`src/rtl/wave_nco.sv`:
```
// wave_nco -- numerically controlled oscillator with a valid/ready sample output.
//
// A phase accumulator advances by freq_i on every accepted sample and the
// registered output is a waveform derived from the new phase: saw, triangle,
// square or silence.
//
// Parameters:
//   width_p        sample width (signed two's complement)
//   phase_width_p  phase accumulator width, must be >= width_p+1
//
// Ports:
//   clk_i     clock, all state changes on the rising edge
//   reset_ni  synchronous active-low reset
//   freq_i    phase increment per accepted sample
//   mode_i    00 saw, 01 triangle, 10 square, 11 silence
//   enable_i  phase advances on a handshake only when high
//   sync_i    restart phase at 0 (held pending until the next handshake)
//   ready_i   downstream accepts data_o
//   duty_i    (only with WAVE_NCO_DUTY_EN) square high while phase[top 8] < duty_i
//   valid_o   data_o holds a valid sample
//   data_o    current signed sample
//
// Build option: define WAVE_NCO_DUTY_EN to add duty_i and a variable-duty square.

module wave_nco #(
  parameter int unsigned width_p       = 12,
  parameter int unsigned phase_width_p = 24
) (
  input  logic                     clk_i,
  input  logic                     reset_ni,
  input  logic [phase_width_p-1:0] freq_i,
  input  logic [1:0]               mode_i,
  input  logic                     enable_i,
  input  logic                     sync_i,
  input  logic                     ready_i,
`ifdef WAVE_NCO_DUTY_EN
  input  logic [7:0]               duty_i,
`endif
  output logic                     valid_o,
  output logic [width_p-1:0]       data_o
);

  logic [phase_width_p-1:0] phase_q;
  logic                     sync_pend_q;
  logic                     valid_q;
  logic [width_p-1:0]       data_q;

  logic                     load;
  logic [phase_width_p-1:0] phase_next;
  logic                     m;
  logic [width_p-1:0]       q;
  logic [width_p-1:0]       saw;
  logic [width_p-1:0]       tri_fold;
  logic [width_p-1:0]       tri_wave;
  logic [width_p-1:0]       sq_pos;
  logic [width_p-1:0]       sq_neg;
  logic                     sq_high;
  logic [width_p-1:0]       sample;

  // A new sample is loaded on every handshake, and unconditionally on the
  // first edge after reset (valid_q still low) so the stream starts itself.
  assign load = !valid_q || ready_i;

  always_comb begin
    phase_next = phase_q;
    if (!valid_q || sync_i || sync_pend_q) begin
      phase_next = '0;
    end else if (enable_i) begin
      phase_next = phase_q + freq_i;
    end
  end

  assign m = phase_next[phase_width_p-1];
  assign q = phase_next[phase_width_p-2 -: width_p];

  assign saw      = {~m, q[width_p-1:1]};
  assign tri_fold = m ? ~q : q;
  assign tri_wave = {~tri_fold[width_p-1], tri_fold[width_p-2:0]};

  assign sq_pos = {1'b0, {(width_p-1){1'b1}}};
  assign sq_neg = '0 - sq_pos;

`ifdef WAVE_NCO_DUTY_EN
  assign sq_high = phase_next[phase_width_p-1 -: 8] < duty_i;
`else
  assign sq_high = !m;
`endif

  always_comb begin
    sample = '0;
    case (mode_i)
      2'b00:   sample = saw;
      2'b01:   sample = tri_wave;
      2'b10:   sample = sq_high ? sq_pos : sq_neg;
      default: sample = '0;
    endcase
  end

  always_ff @(posedge clk_i) begin
    if (!reset_ni) begin
      phase_q     <= '0;
      sync_pend_q <= 1'b0;
      valid_q     <= 1'b0;
      data_q      <= '0;
    end else if (load) begin
      phase_q     <= phase_next;
      sync_pend_q <= 1'b0;
      valid_q     <= 1'b1;
      data_q      <= sample;
    end else if (sync_i) begin
      sync_pend_q <= 1'b1;
    end
  end

  assign valid_o = valid_q;
  assign data_o  = data_q;

endmodule

```
`config.mk`:
```
export PLATFORM = sky130hd
export DESIGN_NAME = wave_nco
export DESIGN_NICKNAME = d
export VERILOG_FILES = /design/src/rtl/wave_nco.sv
export SDC_FILE = /design/constraint.sdc
export NUM_CORES = 1
export LEC_CHECK = 0
export CAP_MARGIN = 25
export CORE_MARGIN = 8
export CORE_UTILIZATION = 31
export CTS_CLUSTER_SIZE = 10
export DETAILED_ROUTE_END_ITERATION = 16
export GPL_TIMING_DRIVEN = 0
export PLACE_DENSITY = 0.48
export SYNTH_ARGS = -nofsm -noshare
export SYNTH_HDL_FRONTEND = slang
export SYNTH_SLANG_ARGS = --single-unit
```
`constraint.sdc`:
```
create_clock -name clk_i -period 3.2 [get_ports clk_i]
set_input_delay 0.32 -clock clk_i [delete_from_list [all_inputs] [get_ports clk_i]]
set_output_delay 0.32 -clock clk_i [all_outputs]
set_load 0.01 [all_outputs]
```
Word level (Yosys, flattened, before mapping)
Index checks and enable logic that the tools add are counted.
{"block": "word_totals", "register_bits": 38, "in_bits": 31, "out_inout_bits": 13, "word_cells": 25}
{"block": "op_classes", "add_sub_neg": 1, "eq_ne": 2, "mux": 5, "bitwise_logic": 4, "n_reduce_logical": 8}
{"cell": "24-bit 2-to-1 mux", "n": 2}
{"cell": "12-bit one-hot mux with 3 select lines", "n": 1}
{"cell": "24-bit adder", "n": 1}
{"cell": "12-bit 2-to-1 mux", "n": 2}
{"cell": "12-bit NOT", "n": 1}
{"cell": "1-bit logical OR", "n": 3}
{"cell": "1-bit NOT", "n": 3}
{"cell": "2-bit by 1-bit == test with 1-bit output (second input constant)", "n": 1}
{"cell": "2-bit == test (second input constant)", "n": 1}
{"cell": "2-bit zero test", "n": 1}
{"cell": "2-bit AND reduction", "n": 1}
{"cell": "2-bit nonzero test", "n": 1}
{"cell": "2-bit OR reduction", "n": 1}
{"cell": "1-bit zero test", "n": 1}

Depth between registers and ports, before layout
Gate-level depths: netlist (run 1).
{"block": "depth", "depth_word": 8, "ltp_mapped": 12, "mapped_depth_nobuf": 11}

Worst setup path before layout (run 1)
OpenSTA, ideal clock, no wires.
{"block": "synth_path", "path_kind": "input to register", "start": "input port freq_i[0]", "end": "register data_q[11], in the netlist data_o[11]", "setup_ps": 84, "arrival_ps": 2715, "t_required_ps": 3116, "path_slack_ps": 401, "path_stages": 11, "n_path_buf": 0, "path_cell_list": "ha_1 > fa_1 > a21o_1 > a221oi_2 > or4_4 > a211oi_2 > or4b_4 > nand3_2 > nand2_1 > mux2_2 > o31ai_2"}
{"block": "synth_via", "elab_chain_cells": 7, "elab_cells_between_ends": 9, "classes_between": "add/sub: 1; mux: 5; bitwise: 3"}
{"item": "start, declared", "line": "31", "text": "input logic [phase_width_p-1:0] freq_i,"}
{"item": "24-bit adder (*)", "line": "69", "text": "phase_next = phase_q + freq_i;"}
{"item": "24-bit 2-to-1 mux (*)", "line": "68", "text": "end else if (enable_i) begin"}
{"item": "24-bit 2-to-1 mux (*)", "line": "66", "text": "if (!valid_q || sync_i || sync_pend_q) begin"}
{"item": "12-bit NOT", "line": "77", "text": "assign tri_fold = m ? ~q : q;"}
{"item": "12-bit 2-to-1 mux", "line": "77"}
{"item": "1-bit NOT", "line": "78", "text": "assign tri_wave = {~tri_fold[width_p-1], tri_fold[width_p-2:0]};"}
{"item": "12-bit one-hot mux with 3 select lines (*)", "line": "91", "text": "case (mode_i)"}
{"item": "end signal, assigned", "line": "109", "text": "data_q <= sample;"}
{"item": "end, declared", "line": "46", "text": "logic [width_p-1:0] data_q;"}
Mark *: on every way between the ends. The rest lies on a longest branch, timed or not. The select of a mux whose other input is x is not followed.
A chain may end at the register's enable or synchronous reset.

Worst setup path after layout (run 1)
Ends and elaborated chain as after synthesis.

==> out/summary.txt, run 1 <==
minimum hold slack: 0.462 ns
total congestion overflow: 0
Final min period: 3.06 ns
clock network fraction of total power: 29.1%
layout cells sized above 1: 13.8%
Die X: 117 um
internal power: 779 uW
status: finished clean
syn avg cell area: 8.49 um2
nets: 475
worst hold path depth: 2
commonest non-fill, non-tap cell in the layout: clkdlybuf4s50_1
number of global-route vias before repair: 2,987
Synth Register Bits: 38
power density cells: 294 nW/um2
antenna violations before repair: 0
static leakage: 1.48 nW
Peak Freq: 0.327 GHz
Slew Limit Fails: 0
reg2reg setup slack: 0.27 ns
largest cells by area after synthesis: dfxtp_1, ha_1, xor2_1, nand2_1, o21ai_0
EDFF count, synth: 0
maxcap violations: 0
htree depth: 2
row count: 36
CP required: 3.41 ns
RSZ-0062 raised after global routing: no
distinct cell type count after synthesis: 67
clock slew at reported path FFs: 0.08 ns
peak supply drop: 0.000143 V
Clk Latency, worst-skew pair: 0.30 ns
Seq/Total Area, Yosys: 24.3%
Comb pwr share: 27.0%
DRC Markers: 0
core area: 9770 um2
fraction of registers with async set/reset: 0%
CTS Buf Count: 5
reg2reg end: data_o[10]
Sequential Power Share: 43.9%
final hold vios: 0
CP Class: input port to flip-flop
worst slew pin tran: 0.922 ns
final worst path period share: 95.6%
drt wl/cell: 16.8 um
hold crit path type: flip-flop to flip-flop
Max FO, Critical Path: 4
Power Total: 1.14 mW
switching fraction of total power: 31.8%
Primary FF master, synth: dfxtp_1
CTS Hold Buffers Added: 0
GPL Wtd Cong: 0.817
DRT iter0 DRCs: 88
Worst setup EP type: flip-flop
Clock Path Buffers: 2
final WL: 9280 um
Hold Startpoint: phase_q[8]
R2R cell count: 11
pre-CTS WS: -0.322 ns
Ys Warns: 0
post-synth top area cell: dfxtp_1
via density per instance: 5.31
Port Buffer Count: 42
data arrival time of the worst path: 3.27 ns
HPWL Detailed: 7310 um
Post-DRT Antenna Nets: 0
Synth Instances: 369
TritonCTS clock tree: done
synthesis-to-layout area growth: 23.8%
setup violators final: 0
ANT cells: 0
Global Route Usage Sum: 13.9%
# IOs: 44
Worst Hold End: phase_q[8]
full die area: 13,600 um2
Net Count, Synth: 424
root buffer cell: clkbuf_8
most frequent cells in the layout: clkdlybuf4s50_1, dfxtp_1, nand2_1
Psw: 363 uW
Vias: 2,935
relative slew slack: 38.1%
worst r2r src: phase_q[18]
Starting Density: 32.1%
largest net degree at the start of global routing: 12
Clock Skew: 0.0157 ns
first-pass detailed-route iteration total: 4
Clock Sinks: 38
Final WS setup: 0.140 ns
post-synth top area share: 24.3%
Die Ht: 117 um
first-pass GRT wire length: 14,900 um
synthesized cell area: 3130 um2
Worst Setup Start Kind: input port
==> power groups by stage <==
| stage | Sequential, mW | Combinational [mW] | Clock (mW) |
|---|---|---|---|
| after floorplan | 0.515 | 0.186 | 0 |
| after global placement | 0.513 | 0.302 | 0 |
| after detailed placement | 0.513 | 0.302 | 0 |
| after CTS | 0.502 | 0.304 | 0.353 |
| after global routing | 0.504 | 0.337 | 0.367 |
| final | 0.502 | 0.308 | 0.332 |
==> Yosys cell counts, types with 2 or more instances <==
cell type / n
nand3b_1: 4
a22oi_1: 6
nand2b_1: 2
ha_1: 23
nor3b_1: 2
a221oi_1: 2
o211ai_1: 16
a41oi_1: 2
nor3_1: 5
o21bai_1: 2
nand4_1: 4
and3_2: 2
a21oi_1: 22
mux2i_1: 6
a32oi_1: 2
a21o_1: 8
buf_2: 3
and2_1: 4
a22o_1: 13
xnor2_1: 11
or4_4: 2
nand2_1: 37
and3_1: 3
clkbuf_1: 10
a21oi_2: 4
nor2_1: 21
nor2b_1: 7
o21ai_0: 27
o31ai_2: 2
nand3_1: 10
a211oi_1: 2
a211oi_2: 3
clkbuf_8: 3
nand3_2: 3
dfxtp_1: 38
xor2_1: 19
inv_1: 8
a31oi_1: 2
==> how the worst max path moves through the flow <==
stage / from / to / slack (ns) / cells after the start
global placement: freq_i[0] / data_o[5] / -0.33 / 11
finish: freq_i[0] / data_o[11] / 0.14 / 12
detailed placement: freq_i[0] / data_o[9] / -0.32 / 12
floorplan: freq_i[0] / data_o[11] / 0.40 / 11
global route: freq_i[18] / data_o[10] / 0.009 / 12
CTS: freq_i[0] / data_o[9] / -0.006 / 12
==> metrics by stage <==
stage | instances | util [%] | setup TNS, ns | area, um2
detailed placement | 544 | 38.1 | -3.08 | 3720
CTS | 551 | 38.9 | -0.00642 | 3800
floorplan | 369 | - | 0 | 3130
global placement | 544 | 38.1 | -3.11 | 3720
finish | 553 | 39.7 | 0 | 3880
global route | 553 | 39.7 | 0 | 3880
==> metal layers <==
| layer | vias up | global-route usage, % | part of all wire (%) |
|---|---|---|---|
| met2 | 61 | 23.5 | 46 |
| li1 | 1483 | - | - |
| met5 | - | 0 | 0 |
| met1 | 1381 | 17.6 | 48 |
| met4 | 0 | 4.18 | 1.5 |
| met3 | 10 | 2.43 | 4.5 |
==> area by class of cell <==
class	instances	area, um2
Clock buffer	5	68.8
Sequential cell	38	761
Buffer	18	121
Timing Repair Buffer	45	443
Tap cell	133	166
Clock inverter	2	10.0
Multi-Input combinational cell	304	2280
Inverter	8	30.0
Fill cell	1050	5900
==> flip-flops by register name, indices dropped and copies added, names as in the netlist <==
| name | count |
|---|---|
| valid_o | 1 |
| data_o | 12 |
| sync_pend_q | 1 |
| phase_q | 24 |
==> kinds of logic after synthesis <==
| family | after synthesis | share of synthesized area [%] |
|---|---|---|
| xor+xnor | 30 | 8.38 |
| mux | 7 | 2.28 |
| fa+ha+maj | 24 | 9.82 |
| buf+inv | 27 | 4.95 |
| flops | 38 | 24.3 |
| simple gates | 115 | 19.7 |
| compound gates | 128 | 30.6 |
==> critical path: stages <==
cell             delay [ns]
clkdlybuf4s50_1        0.40
ha_1                   0.25
fa_2                   0.37
a21o_1                 0.22
a221oi_4               0.28
or4_4                  0.20
a211oi_2               0.07
or4b_4                 0.53
nand3_2                0.12
nand2_1                0.06
mux2_2                 0.27
o31ai_2                0.17
==> what timing repair did <==
| action | CTS | global route |
|---|---|---|
| buffers inserted | 0 | 3 |
| pin swaps | 1 | 7 |
| gates resized for setup | 0 | 11 |
| setup endpoints to repair | 2 | 14 |
Note: power is estimated with default switching activity, not from simulation.
==> inputs of run 2 (changes only) <==
- CTS_CLUSTER_SIZE: 10 -> unset
==> results of run 2 <==
No change in the layout: final DEF, timing and power equal those of run 1.
